--- src/rtl/time_counter_if.sv ---
// Purpose : groups the control inputs and BCD time outputs of time_counter into one bundle.
// Latency : none; this is wiring only.
// Backpressure : none; all signals are plain levels or one-cycle pulses.
// Ports:
//   clk_N, run, set_mode, inc                     -> towards the counter (master drives)
//   hour_h/l, min_h/l, sec_h/l, sec_tick, hour_pulse <- from the counter (slave drives)
interface time_counter_if;
    logic       clk_N;
    logic       run;
    logic [1:0] set_mode;
    logic       inc;
    logic [3:0] hour_h;
    logic [3:0] hour_l;
    logic [3:0] min_h;
    logic [3:0] min_l;
    logic [3:0] sec_h;
    logic [3:0] sec_l;
    logic       sec_tick;
    logic       hour_pulse;

    modport master (
        output clk_N, run, set_mode, inc,
        input  hour_h, hour_l, min_h, min_l, sec_h, sec_l, sec_tick, hour_pulse
    );

    modport slave (
        input  clk_N, run, set_mode, inc,
        output hour_h, hour_l, min_h, min_l, sec_h, sec_l, sec_tick, hour_pulse
    );
endinterface

--- src/rtl/time_counter.sv ---
// Purpose : BCD HH:MM:SS wall clock counted from a synchronised slow square wave, with pause and manual set.
// Latency : a clk_N rise updates the time registers on the 3rd clk edge; set/clear acts on the edge after inc.
// Backpressure : none; one tick per clk_N rise, at most one update per clk.
// Ports:
//   clk, rst_n : system clock and asynchronous active-low reset
//   tc (slave) : clk_N/run/set_mode/inc in; BCD digits, sec_tick and hour_pulse out (all registered)
module time_counter #(
    parameter bit H24    = 1'b1,
    parameter int RST_HH = 0,
    parameter int RST_MM = 0
) (
    input  logic           clk,
    input  logic           rst_n,
    time_counter_if.slave  tc
);

    // In 12-hour mode there is no hour 0; a reset hour of 0 means midnight, shown as 12.
    localparam int         RST_H_EFF = (!H24 && RST_HH == 0) ? 12 : RST_HH;
    localparam logic [7:0] RST_HOUR  = {4'(RST_H_EFF / 10), 4'(RST_H_EFF % 10)};
    localparam logic [7:0] RST_MIN   = {4'(RST_MM / 10), 4'(RST_MM % 10)};

    typedef enum logic [1:0] {
        NORMAL = 2'b00,
        SET_H  = 2'b01,
        SET_M  = 2'b10,
        SET_S  = 2'b11
    } mode_e;

    logic       s1, s2, s3;
    logic       tick;
    mode_e      state;

    // Each field is {tens, units} BCD.
    logic [7:0] hour_q, min_q, sec_q;
    logic [7:0] hour_d, min_d, sec_d;
    logic       sec_tick_q, hour_pulse_q;
    logic       sec_tick_d, hour_pulse_d;

    // 00..59 increment with wrap.
    function automatic logic [7:0] bcd60_inc(input logic [7:0] v);
        logic [7:0] r;
        if (v[3:0] == 4'd9) begin
            r = {(v[7:4] == 4'd5) ? 4'd0 : v[7:4] + 4'd1, 4'd0};
        end else begin
            r = {v[7:4], v[3:0] + 4'd1};
        end
        return r;
    endfunction

    // Hour increment: 23->00 in 24-hour mode, 12->01 in 12-hour mode (11->12 is an ordinary step).
    function automatic logic [7:0] hour_inc(input logic [7:0] v);
        logic [7:0] r;
        if (H24 && v == 8'h23) begin
            r = 8'h00;
        end else if (!H24 && v == 8'h12) begin
            r = 8'h01;
        end else if (v[3:0] == 4'd9) begin
            r = {v[7:4] + 4'd1, 4'd0};
        end else begin
            r = {v[7:4], v[3:0] + 4'd1};
        end
        return r;
    endfunction

    // The sync chain free-runs regardless of mode or run, so toggling those never
    // fabricates an edge.
    assign tick = s2 & ~s3;

    // Mode is taken straight from set_mode in the current cycle, so an inc pulse and a
    // tick arriving together with a mode change are judged against the new mode.
    always_comb begin
        state = mode_e'(tc.set_mode);
    end

    always_comb begin
        hour_d       = hour_q;
        min_d        = min_q;
        sec_d        = sec_q;
        sec_tick_d   = 1'b0;
        hour_pulse_d = 1'b0;
        case (state)
            NORMAL: begin
                if (tc.run && tick) begin
                    sec_d      = bcd60_inc(sec_q);
                    sec_tick_d = 1'b1;
                    if (sec_q == 8'h59) begin
                        min_d = bcd60_inc(min_q);
                        // Both fields wrapping is exactly the MM:SS = 00:00 condition.
                        if (min_q == 8'h59) begin
                            hour_d       = hour_inc(hour_q);
                            hour_pulse_d = 1'b1;
                        end
                    end
                end
            end
            SET_H: begin
                if (tc.inc) begin
                    hour_d = hour_inc(hour_q);
                end
            end
            SET_M: begin
                if (tc.inc) begin
                    min_d = bcd60_inc(min_q);
                end
            end
            SET_S: begin
                if (tc.inc) begin
                    sec_d = 8'h00;
                end
            end
        endcase
    end

    always_ff @(posedge clk or negedge rst_n) begin
        if (!rst_n) begin
            s1           <= 1'b0;
            s2           <= 1'b0;
            s3           <= 1'b0;
            hour_q       <= RST_HOUR;
            min_q        <= RST_MIN;
            sec_q        <= 8'h00;
            sec_tick_q   <= 1'b0;
            hour_pulse_q <= 1'b0;
        end else begin
            s1           <= tc.clk_N;
            s2           <= s1;
            s3           <= s2;
            hour_q       <= hour_d;
            min_q        <= min_d;
            sec_q        <= sec_d;
            sec_tick_q   <= sec_tick_d;
            hour_pulse_q <= hour_pulse_d;
        end
    end

    assign tc.hour_h     = hour_q[7:4];
    assign tc.hour_l     = hour_q[3:0];
    assign tc.min_h      = min_q[7:4];
    assign tc.min_l      = min_q[3:0];
    assign tc.sec_h      = sec_q[7:4];
    assign tc.sec_l      = sec_q[3:0];
    assign tc.sec_tick   = sec_tick_q;
    assign tc.hour_pulse = hour_pulse_q;

endmodule
--- src/flat_wrapper.sv ---
// flat-port wrapper written by rule: the top's interface ports become plain ports
module time_counter_flat 
#(
    parameter bit H24    = 1'b1,
    parameter int RST_HH = 0,
    parameter int RST_MM = 0
)
  (clk, rst_n, tc_clk_N, tc_run, tc_set_mode, tc_inc, tc_hour_h, tc_hour_l, tc_min_h, tc_min_l, tc_sec_h, tc_sec_l, tc_sec_tick, tc_hour_pulse);
  time_counter_if tc_i ();
  input  logic clk;
  input  logic rst_n;
  input wire logic [$bits(tc_i.clk_N)-1:0] tc_clk_N;
  input wire logic [$bits(tc_i.run)-1:0] tc_run;
  input wire logic [$bits(tc_i.set_mode)-1:0] tc_set_mode;
  input wire logic [$bits(tc_i.inc)-1:0] tc_inc;
  output wire logic [$bits(tc_i.hour_h)-1:0] tc_hour_h;
  output wire logic [$bits(tc_i.hour_l)-1:0] tc_hour_l;
  output wire logic [$bits(tc_i.min_h)-1:0] tc_min_h;
  output wire logic [$bits(tc_i.min_l)-1:0] tc_min_l;
  output wire logic [$bits(tc_i.sec_h)-1:0] tc_sec_h;
  output wire logic [$bits(tc_i.sec_l)-1:0] tc_sec_l;
  output wire logic [$bits(tc_i.sec_tick)-1:0] tc_sec_tick;
  output wire logic [$bits(tc_i.hour_pulse)-1:0] tc_hour_pulse;
  assign tc_i.clk_N = tc_clk_N;
  assign tc_i.run = tc_run;
  assign tc_i.set_mode = tc_set_mode;
  assign tc_i.inc = tc_inc;
  assign tc_hour_h = tc_i.hour_h;
  assign tc_hour_l = tc_i.hour_l;
  assign tc_min_h = tc_i.min_h;
  assign tc_min_l = tc_i.min_l;
  assign tc_sec_h = tc_i.sec_h;
  assign tc_sec_l = tc_i.sec_l;
  assign tc_sec_tick = tc_i.sec_tick;
  assign tc_hour_pulse = tc_i.hour_pulse;
  time_counter #(.H24(H24), .RST_HH(RST_HH), .RST_MM(RST_MM)) u_core (.clk(clk), .rst_n(rst_n), .tc(tc_i));
endmodule
--- config.mk ---
export PLATFORM = sky130hd
export DESIGN_NAME = time_counter_flat
export DESIGN_NICKNAME = d
export VERILOG_FILES = /design/src/rtl/time_counter_if.sv /design/src/rtl/time_counter.sv /design/src/flat_wrapper.sv
export SDC_FILE = /design/constraint.sdc
export NUM_CORES = 1
export LEC_CHECK = 0
export CORE_UTILIZATION = 35
export DETAILED_ROUTE_END_ITERATION = 8
export GPL_ROUTABILITY_DRIVEN = 1
export GPL_TIMING_DRIVEN = 0
export PLACE_DENSITY = 0.56
export SLEW_MARGIN = 10
export SYNTH_ARGS = -nofsm -noshare
export SYNTH_HDL_FRONTEND = slang
export SYNTH_SLANG_ARGS = --single-unit
--- constraint.sdc ---
create_clock -name clk -period 2.5 [get_ports clk]
set_input_delay 0.5 -clock clk [delete_from_list [all_inputs] [get_ports clk]]
set_output_delay 0.5 -clock clk [all_outputs]
set_load 0.03 [all_outputs]
==> results_dict.tcl, run 1 <==
set metrics [dict create \
    async_flop_share_pct 100 \
    finalClockSkew_ns 0.00565 \
    critPathCaptureType "flip-flop" \
    num_vias 1172 \
    setup_viol 0 \
    root_buffer "clkbuf_8" \
    grt_max_degree 30 \
    io_pins 33 \
    die_area_um2 4480 \
    irDropWorstVdd_mv 0.359 \
    clk_path_buf_depth 2 \
    rows 23 \
    synth_nets 157 \
    met3_usage_pct 5.65 \
    r2r_cells 8 \
    synth_cell_types 35 \
    yosys.area.top_type "dfrtp_1" \
    place.gp.congestion 0.720 \
    grt_usage_pct 15.3 \
    tightest_slew_ns 0.653 \
    netlist.area_leader.share_pct 49.2 \
    grt_use_met2_pct 22.6 \
    antenna_cells 0 \
    yosys_warnings 0 \
    reg2reg_slack_ns 0.18 \
    worst_ep_arrival_time_ns 2.62 \
    synth_seq_cells 29 \
    period_share_pct 96.2 \
    synth.top_cells.by_count "29 x dfrtp_1, 17 x nand2_1, 16 x o21ai_0, 9 x inv_1, 8 x ha_1" \
    layout_min_cycle_time_ns 2.40 \
    clock_latency_ns 0.28 \
    port-buffer-count 32 \
    grt_remaining_overflow 0 \
    crit_type "in -> reg" \
    path_clk_slew_ns 0.06 \
    routed_wl_um 2930 \
    r2r-end "u_core.hour_q[3]$_DFFE_PN0P_" \
    coreArea_um2 4030 \
    yosysMostFrequentCell "dfrtp_1" \
    hpwl_um 2100 \
    r2r-start "u_core.sec_q[5]$_DFFE_PN0P_" \
    ant_nets 0 \
    synthTopCellsByArea "dfrtp_1 49%, ha_1 6.8%, o21ai_0 5.4%, nand2_1 4.3%, o31ai_1 2.5%" \
    synth-edff-count 0 \
    drtIter0Drc 60 \
    synth-main-ff-cell "dfrtp_1" \
    syn_to_final_growth_pct 31.3 \
    cts_made_buffers 5 \
    post_cts_buffers 0 \
    powerDensity_nw_per_um2 984 \
    relSlewSlack_pct 56.5 \
    hold_ws_ns 0.247 \
    hold_violations 0 \
    busiest_layer "met2" \
    drc 0 \
    clock-sinks 29 \
    status "completed" \
    syn-mean-instance-area_um2 10.4 \
    wl_per_cell_um 12.6 \
    critPathRequiredTime_ns 2.72 \
    rsz0062_at_grt "no" \
    die_w_um 67.0 \
    cts_tree "built" \
    startpoint_type "input pin" \
    grtUsageMet1_pct 19.9 \
    grt_pass1_vias 1105 \
    floorplan.initialDensity_pct 36.6 \
    worstPathMaxFanout 10 \
    maxCapViolCount 0 \
    cts_max_level 2 \
    die_h_um 67.0 \
    drive_above_1_share_pct 11.5 \
    post-place-cells 224 \
    first_pass_iters 4 \
    finalNonFillerCells 232 \
    grt_pass1_wl_um 5050 \
    vias_per_cell 5.05 \
    synthCells 142 \
    antenna_found_initial 0 \
    max_freq_mhz 416 \
    maxSlewViolCount 0 \
    yosysSeqAreaShare_pct 49.2 \
    p_leak_nw 0.836 \
    netlist_area_um2 1480 \
    final_nets 196 \
    min-delay-path-class "in -> async" \
]
worst max-delay path by stage:
| stage | endpoint | start | slack (ns) |
|---|---|---|---|
| 2_1_floorplan | u_core.hour_q[3]$_DFFE_PN0P_ | u_core.sec_q[4]$_DFFE_PN0P_ | 0.13 |
| 3_3_place_gp | u_core.min_q[3]$_DFFE_PN0P_ | tc_set_mode[0] | -0.37 |
| 3_5_place_dp | u_core.min_q[3]$_DFFE_PN0P_ | tc_set_mode[0] | -0.40 |
| 4_1_cts | u_core.hour_q[3]$_DFFE_PN0P_ | tc_run | 0.03 |
| 5_1_grt | u_core.hour_q[3]$_DFFE_PN0P_ | tc_set_mode[1] | 0.02 |
| 6_report | u_core.hour_q[3]$_DFFE_PN0P_ | tc_set_mode[1] | 0.1 |
layout make-up:
class,count,area [um^2]
clock buffer,6,72.6
buffer,1,11.3
multi-input combinational,103,706
sequential,29,726
fill,395,2090
inverter,9,33.8
timing repair buffer,32,317
tap,50,62.6
clock inverter,2,10.0
critical path, stage by stage:
cell and delay [ns]:
clkdlybuf4s50_1 0.54, or4_4 0.60, o22a_2 0.27, buf_6 0.13, or4b_1 0.49, nand3_1 0.09
repair_timing:
item,4_1_cts,5_1_grt
endpoints found under the hold margin,0,0
setup endpoints to repair,3,2
resized for setup,2,1
hold buffers,0,0
cell usage in the layout, fill, tap and decap left out, drive strengths merged, types with 2 or more instances in the layout:
master         instances
and2b                  3
buf                    2
clkbuf                 6
clkdlybuf4s50         29
clkinv                 2
dfrtp                 29
ha                     8
inv                    9
mux2                   2
nand2                 17
nand2b                 5
nand3                  5
nand3b                 4
nand4                  2
nor2                   7
nor2b                  2
nor3                   2
nor4                   2
o21ai                 16
o31ai                  5
o41ai                  2
or2                    2
or4                    2
xnor2                  3
xor2                   2
flip-flops by register name (all words and copies together), names as in the netlist:
signal,cells
u_core.sec_q,8
u_core.min_q,8
u_core.tc.hour_pulse,1
u_core.s3,1
u_core.hour_q,8
u_core.tc.sec_tick,1
u_core.s1,1
u_core.s2,1
logic make-up after synthesis:
group | share of synthesized area, %
AND/OR/NAND/NOR | 23.9
flip-flops | 49.2
AO/OA/AOI/OAI | 12.0
buffers and inverters | 3.05
adder cells (fa/ha/maj) | 6.78
XOR/XNOR | 2.97
multiplexers | 2.20
routing by layer:
metal  wire [um]  vias to the layer above
met2        1330                       33
met1        1380                      556
met3         176                        6
li1            -                      577
met4          48                        0
met5           0                        -
metrics by stage:
stage | power (W) | cell area, um^2 | worst slack (ns) | TNS [ns] | util, %
floorplan | 0.00122 | 1480 | 0.129 | 0 | -
global placement | 0.00154 | 1860 | -0.369 | -2.74 | 46.1
detailed placement | 0.00155 | 1850 | -0.397 | -2.95 | 46.0
CTS | 0.00194 | 1940 | 0.0268 | 0 | 48.0
global route | 0.00205 | 1940 | 0.0201 | 0 | 48.1
finish | 0.00191 | 1940 | 0.0961 | 0 | 48.1
power breakdown:
part	leakage (nW)	switching [W]	internal, W	total (W)
registers	0.370	0.000163	0.000589	0.000753
logic	0.420	0.000436	0.000349	0.000785
clock network	0.0450	0.000177	0.000192	0.000369
Power figures use the tool's default switching activity.
==> run 2: changes to the inputs <==
Settings changed: CORE_MARGIN set to 2.
==> results_dict.tcl, run 2 (synthesis gave the netlist of run 1 again) <==
set metrics [dict create \
    port-buffer-count 32 \
    reg2reg_slack_ns 0.19 \
    syn_to_final_growth_pct 33.2 \
    antenna_cells 0 \
    irDropWorstVdd_mv 0.458 \
    period_share_pct 95.4 \
    grt_pass1_vias 1140 \
    hpwl_um 2200 \
    clock-sinks 29 \
    startpoint_type "input pin" \
    drc 0 \
    sw_frac_of_total_pct 39.8 \
    die_area_um2 4750 \
    final_cell_mix "29 x clkdlybuf4s50_1, 29 x dfrtp_1, 17 x nand2_1, 16 x o21ai_0, 9 x inv_1" \
    ant_nets 0 \
    post-place-cells 224 \
    die_w_um 69.0 \
    wl_per_cell_um 13.2 \
    relSlewSlack_pct 55.7 \
    crit_type "in -> reg" \
    cts_max_level 2 \
    max_freq_mhz 419 \
    num_vias 1152 \
    critPathRequiredTime_ns 2.72 \
    io_pins 33 \
    layout_min_cycle_time_ns 2.38 \
    final_nets 196 \
    maxSlewViolCount 0 \
    p_leak_nw 0.853 \
    power_frac_clock_pct 21.8 \
    antenna_found_initial 0 \
    pwr-share-seq_pct 38.1 \
    powerDensity_nw_per_um2 1000 \
    grt_max_degree 30 \
    worst_ep_arrival_time_ns 2.61 \
    critPathCaptureType "flip-flop" \
    first_pass_iters 4 \
    grt_remaining_overflow 0 \
    min-delay-path-class "in -> async" \
    crit_chain "clkdlybuf4s50_1 > or4_4 > o22a_2 > buf_6 > or4b_1 > nand3_1" \
    hold_violations 0 \
    finalNonFillerCells 232 \
    drive_above_1_share_pct 12.6 \
    grt_pass1_wl_um 4930 \
    cpPeakStageDelay_ns 0.60 \
    cts_made_buffers 5 \
    finalClockSkew_ns 0.00595 \
    drtIter0Drc 83 \
    vias_per_cell 4.97 \
    path_buf_inv 2 \
    place.gp.congestion 0.755 \
    hold_ws_ns 0.246 \
    worstPathMaxFanout 10 \
    setup_viol 0 \
    fin_ws_ns 0.116 \
    rows 23 \
    routed_wl_um 3050 \
    die_h_um 69.0 \
    postCtsHoldBufs 0 \
    combPwrFrac_pct 40.0 \
    root_buffer "clkbuf_8" \
    worst_path_max_delay_cell "or4_4" \
    cts_tree "built" \
    floorplan.initialDensity_pct 36.6 \
    place_ws_ns -0.420 \
    coreArea_um2 4030 \
    status "completed" \
    p_int_w 0.00119 \
    top_regs "u_core.hour_q: 8 flops, u_core.min_q: 8 flops, u_core.sec_q: 8 flops" \
    switching_power_w 0.000786 \
    maxCapViolCount 0 \
    grt_usage_pct 14.5 \
    critical-path-top-delay-family "simple AND/OR/NAND/NOR gates" \
    rsz0062_at_grt "no" \
    path_clk_slew_ns 0.07 \
    clk_path_buf_depth 2 \
    tightest_slew_ns 0.664 \
    clock_latency_ns 0.28 \
]
## run 2: cell count changes in the layout (fill, tap and decap cells not counted), sizes merged
| cell | change |
|---|---|
| clkinv | -1 |
| clkbuf | +1 |
| dlymetal6s2s | +1 |
| dlygate4sd2 | -1 |
## run 2: cell type report
type                    count  area, um^2
plain buffers               1        11.3
repair buffers             32         320
well taps                  50        62.6
multi-input cells         103         712
fillers                   391        2060
flip-flops and latches     29         726
inverters                   9        33.8
clock buffers               7        96.3
clock inverters             1        5.00
## run 2: worst paths after layout
kind / start / endpoint / cells past startpoint
worst max-delay path: tc_set_mode[1] / u_core.hour_q[3]$_DFFE_PN0P_ / 6
worst min register to register: u_core.s1$_DFF_PN0_ / u_core.s2$_DFF_PN0_ / 0
worst min-delay path: rst_n / u_core.hour_q[7]$_DFFE_PN0P_ / 1
min in group clk: u_core.s1$_DFF_PN0_ / u_core.s2$_DFF_PN0_ / 0
max in group asynchronous: rst_n / u_core.hour_q[0]$_DFFE_PN0P_ / 1
worst max register to register: u_core.sec_q[5]$_DFFE_PN0P_ / u_core.hour_q[3]$_DFFE_PN0P_ / 8
## run 2: routing by layer
layer  track usage [%]  vias to the layer above  share of wire [%]
met2              23.9                       26                 47
met5                 0                        -                  0
met1              16.4                      543                 46
met3              4.71                        5                4.8
met4              8.09                        0                1.8
li1                  -                      578                  -
## run 2: worst reg2reg max path, delay by kind of cell (launching register included)
family | cells | cell delay, ns
AND/OR/NAND/NOR | 4 | 1.20
flip-flops | 1 | 0.43
AO/OA/AOI/OAI | 1 | 0.27
buffers and inverters | 2 | 0.22
adder cells (fa/ha/maj) | 1 | 0.14
## run 2: stage by stage
| stage | TNS [ns] | power, W | utilization, % | area, um^2 |
|---|---|---|---|---|
| after global placement | -2.85 | 0.00154 | 46.1 | 1860 |
| after global routing | 0 | 0.00211 | 48.8 | 1970 |
| after CTS | 0 | 0.00200 | 48.5 | 1960 |
| final | 0 | 0.00197 | 48.8 | 1970 |
| after detailed placement | -3.00 | 0.00156 | 46.0 | 1850 |
| after floorplan | 0 | 0.00122 | - | 1480 |
## run 2: timing repair
action | CTS | global route
buffers inserted | 0 | 0
gates resized for setup | 1 | 3
setup endpoints to repair | 2 | 6
## run 2: power groups by stage
stage          Sequential [W]  Combinational [W]  Clock, W
6_report             0.000753           0.000790  0.000431
5_1_grt              0.000782           0.000861  0.000465
4_1_cts              0.000755           0.000801  0.000449
3_5_place_dp         0.000763           0.000798         0
3_3_place_gp         0.000757           0.000787         0
2_1_floorplan        0.000967           0.000251         0
==> run 3: changes to the inputs <==
Settings changed: CORE_UTILIZATION 35 to 49, PLACE_DENSITY 0.56 to 0.75.
==> results_dict.tcl, run 3 (synthesis gave the netlist of run 1 again) <==
set metrics [dict create \
    port-buffer-count 32 \
    critPathRequiredTime_ns 2.75 \
    wl_per_cell_um 13.6 \
    die_w_um 58.9 \
    finalClockSkew_ns 0.00576 \
    combPwrFrac_pct 43.7 \
    r2r-end "u_core.hour_q[3]$_DFFE_PN0P_" \
    dpl_cell_area_um2 1830 \
    worstPathMaxFanout 10 \
    final_common_cell "clkdlybuf4s50_1" \
    period_share_pct 97.1 \
    io_pins 33 \
    finalNonFillerCells 212 \
    p_int_w 0.00107 \
    grt_usage_pct 19.5 \
    drt-met1-wl_um 1340 \
    pwr-share-seq_pct 41.1 \
    clock_latency_ns 0.31 \
    ant_nets 0 \
    place.gp.congestion 0.775 \
    min-delay-path-class "in -> async" \
    clk_path_buf_depth 2 \
    startpoint_type "input pin" \
    die_area_um2 3470 \
    max_freq_mhz 412 \
    routed_wl_um 2880 \
    antenna_found_initial 0 \
    drc 4 \
    post-route-util_pct 67.5 \
    hold_violations 0 \
    final_nets 196 \
    floorplan.initialDensity_pct 52.6 \
    drtIter0Drc 29 \
    regArea_um2 726 \
    grt_max_degree 30 \
    setup_viol 0 \
    coreArea_um2 2810 \
    root_buffer "clkbuf_4" \
    clock-sinks 29 \
    multi_input_area_um2 712 \
    dr_wl_met2_um 1370 \
    fill_cells 231 \
    powerDensity_nw_per_um2 968 \
    r2r-start "u_core.sec_q[5]$_DFFE_PN0P_" \
    worst_ep_arrival_time_ns 2.68 \
    reg2reg_slack_ns 0.19 \
    maxCapViolCount 0 \
    cts_tree "built" \
    die_h_um 58.9 \
    grt_pass1_vias 1161 \
    drive_above_1_share_pct 11.6 \
    layout_min_cycle_time_ns 2.43 \
    power_w 0.00183 \
    cts_made_buffers 5 \
    post_cts_buffers 0 \
    grt_pass1_wl_um 5090 \
    maxSlewViolCount 0 \
    status "finished, violations left" \
    switching_power_w 0.000761 \
    top_regs "u_core.hour_q: 8 flops, u_core.min_q: 8 flops, u_core.sec_q: 8 flops" \
    design_area_um2 1890 \
    final_cell_mix "30 x clkdlybuf4s50_1, 29 x dfrtp_1, 17 x nand2_1, 16 x o21ai_0, 9 x inv_1" \
    syn_to_final_growth_pct 28.3 \
    vias_per_cell 5.43 \
    p_leak_nw 0.821 \
    path_clk_slew_ns 0.08 \
    tightest_slew_ns 0.598 \
    setup_tns_ns 0 \
    relSlewSlack_pct 59.7 \
    rows 19 \
    r2r_cells 8 \
    post-place-cells 205 \
    irDropWorstVdd_mv 0.559 \
    crit_type "in -> reg" \
    grt_remaining_overflow 0 \
    top_layer "met4" \
    dr_wl_met3_um 129 \
    first_pass_iters 6 \
    critPathCaptureType "flip-flop" \
    antenna_cells 0 \
    hpwl_um 2210 \
    sw_frac_of_total_pct 41.5 \
    power_frac_clock_pct 15.2 \
    num_vias 1152 \
    violations "DRC" \
    rsz0062_at_grt "no" \
    cts_max_level 2 \
]
[run 3: cell count changes in the layout (fill, tap and decap cells not counted)]
| cell | change |
|---|---|
| clkbuf_1 | +1 |
| clkbuf_4 | +5 |
| clkbuf_8 | -6 |
| clkdlybuf4s50_1 | +1 |
| clkinv_2 | -1 |
| dlymetal6s2s_1 | -1 |
[run 3: routing by layer]
metal  up-vias  track usage (%)
li1        576                -
met1       546             25.0
met2        25             31.0
met3         5             6.37
met4         0             7.14
met5         -                0
[run 3: layout make-up]
class	instances	share of cell area [%]
well taps	31	2.05
clock buffers	7	2.91
flip-flops and latches	29	38.3
repair buffers	32	16.8
multi-input cells	103	37.6
inverters	9	1.78
plain buffers	1	0.594
[run 3: power groups by stage]
| stage | Sequential (W) | Combinational [W] | Clock [W] |
|---|---|---|---|
| floorplan | 0.000967 | 0.000251 | 0 |
| global placement | 0.000753 | 0.000778 | 0 |
| detailed placement | 0.000765 | 0.000807 | 0 |
| CTS | 0.000756 | 0.000811 | 0.000291 |
| global route | 0.000785 | 0.000870 | 0.000314 |
| finish | 0.000754 | 0.000801 | 0.000279 |
[run 3: repair_timing]
action | in CTS | in global routing
resized for setup | 1 | 2
hold buffers | 0 | 0
endpoints found under the setup margin | 1 | 3
[run 3: worst max-delay path by stage]
stage	slack, ns	endpoint	from	depth (start not counted)
5_1_grt	0.02	u_core.hour_q[3]$_DFFE_PN0P_	tc_run	7
6_report	0.07	u_core.hour_q[3]$_DFFE_PN0P_	tc_run	7
3_5_place_dp	-0.36	u_core.min_q[3]$_DFFE_PN0P_	tc_set_mode[0]	6
4_1_cts	0.03	u_core.hour_q[3]$_DFFE_PN0P_	tc_set_mode[0]	7
3_3_place_gp	-0.32	u_core.min_q[3]$_DFFE_PN0P_	tc_set_mode[0]	6
2_1_floorplan	0.13	u_core.hour_q[3]$_DFFE_PN0P_	u_core.sec_q[4]$_DFFE_PN0P_	7
[run 3: through the flow]
step | hold WS (ns) | worst slack [ns]
after CTS | 0.203 | 0.0259
final | 0.189 | 0.0729
after global routing | 0.226 | 0.0205
after floorplan | 0.204 | 0.129
after detailed placement | 0.354 | -0.357
after global placement | 0.338 | -0.323
[run 3: worst max-delay path: stages]
cell             delay, ns
clkdlybuf4s50_1       0.52
nand4bb_4             0.14
or4_4                 0.54
o22a_2                0.26
buf_6                 0.14
or4b_1                0.49
nand3_1               0.09
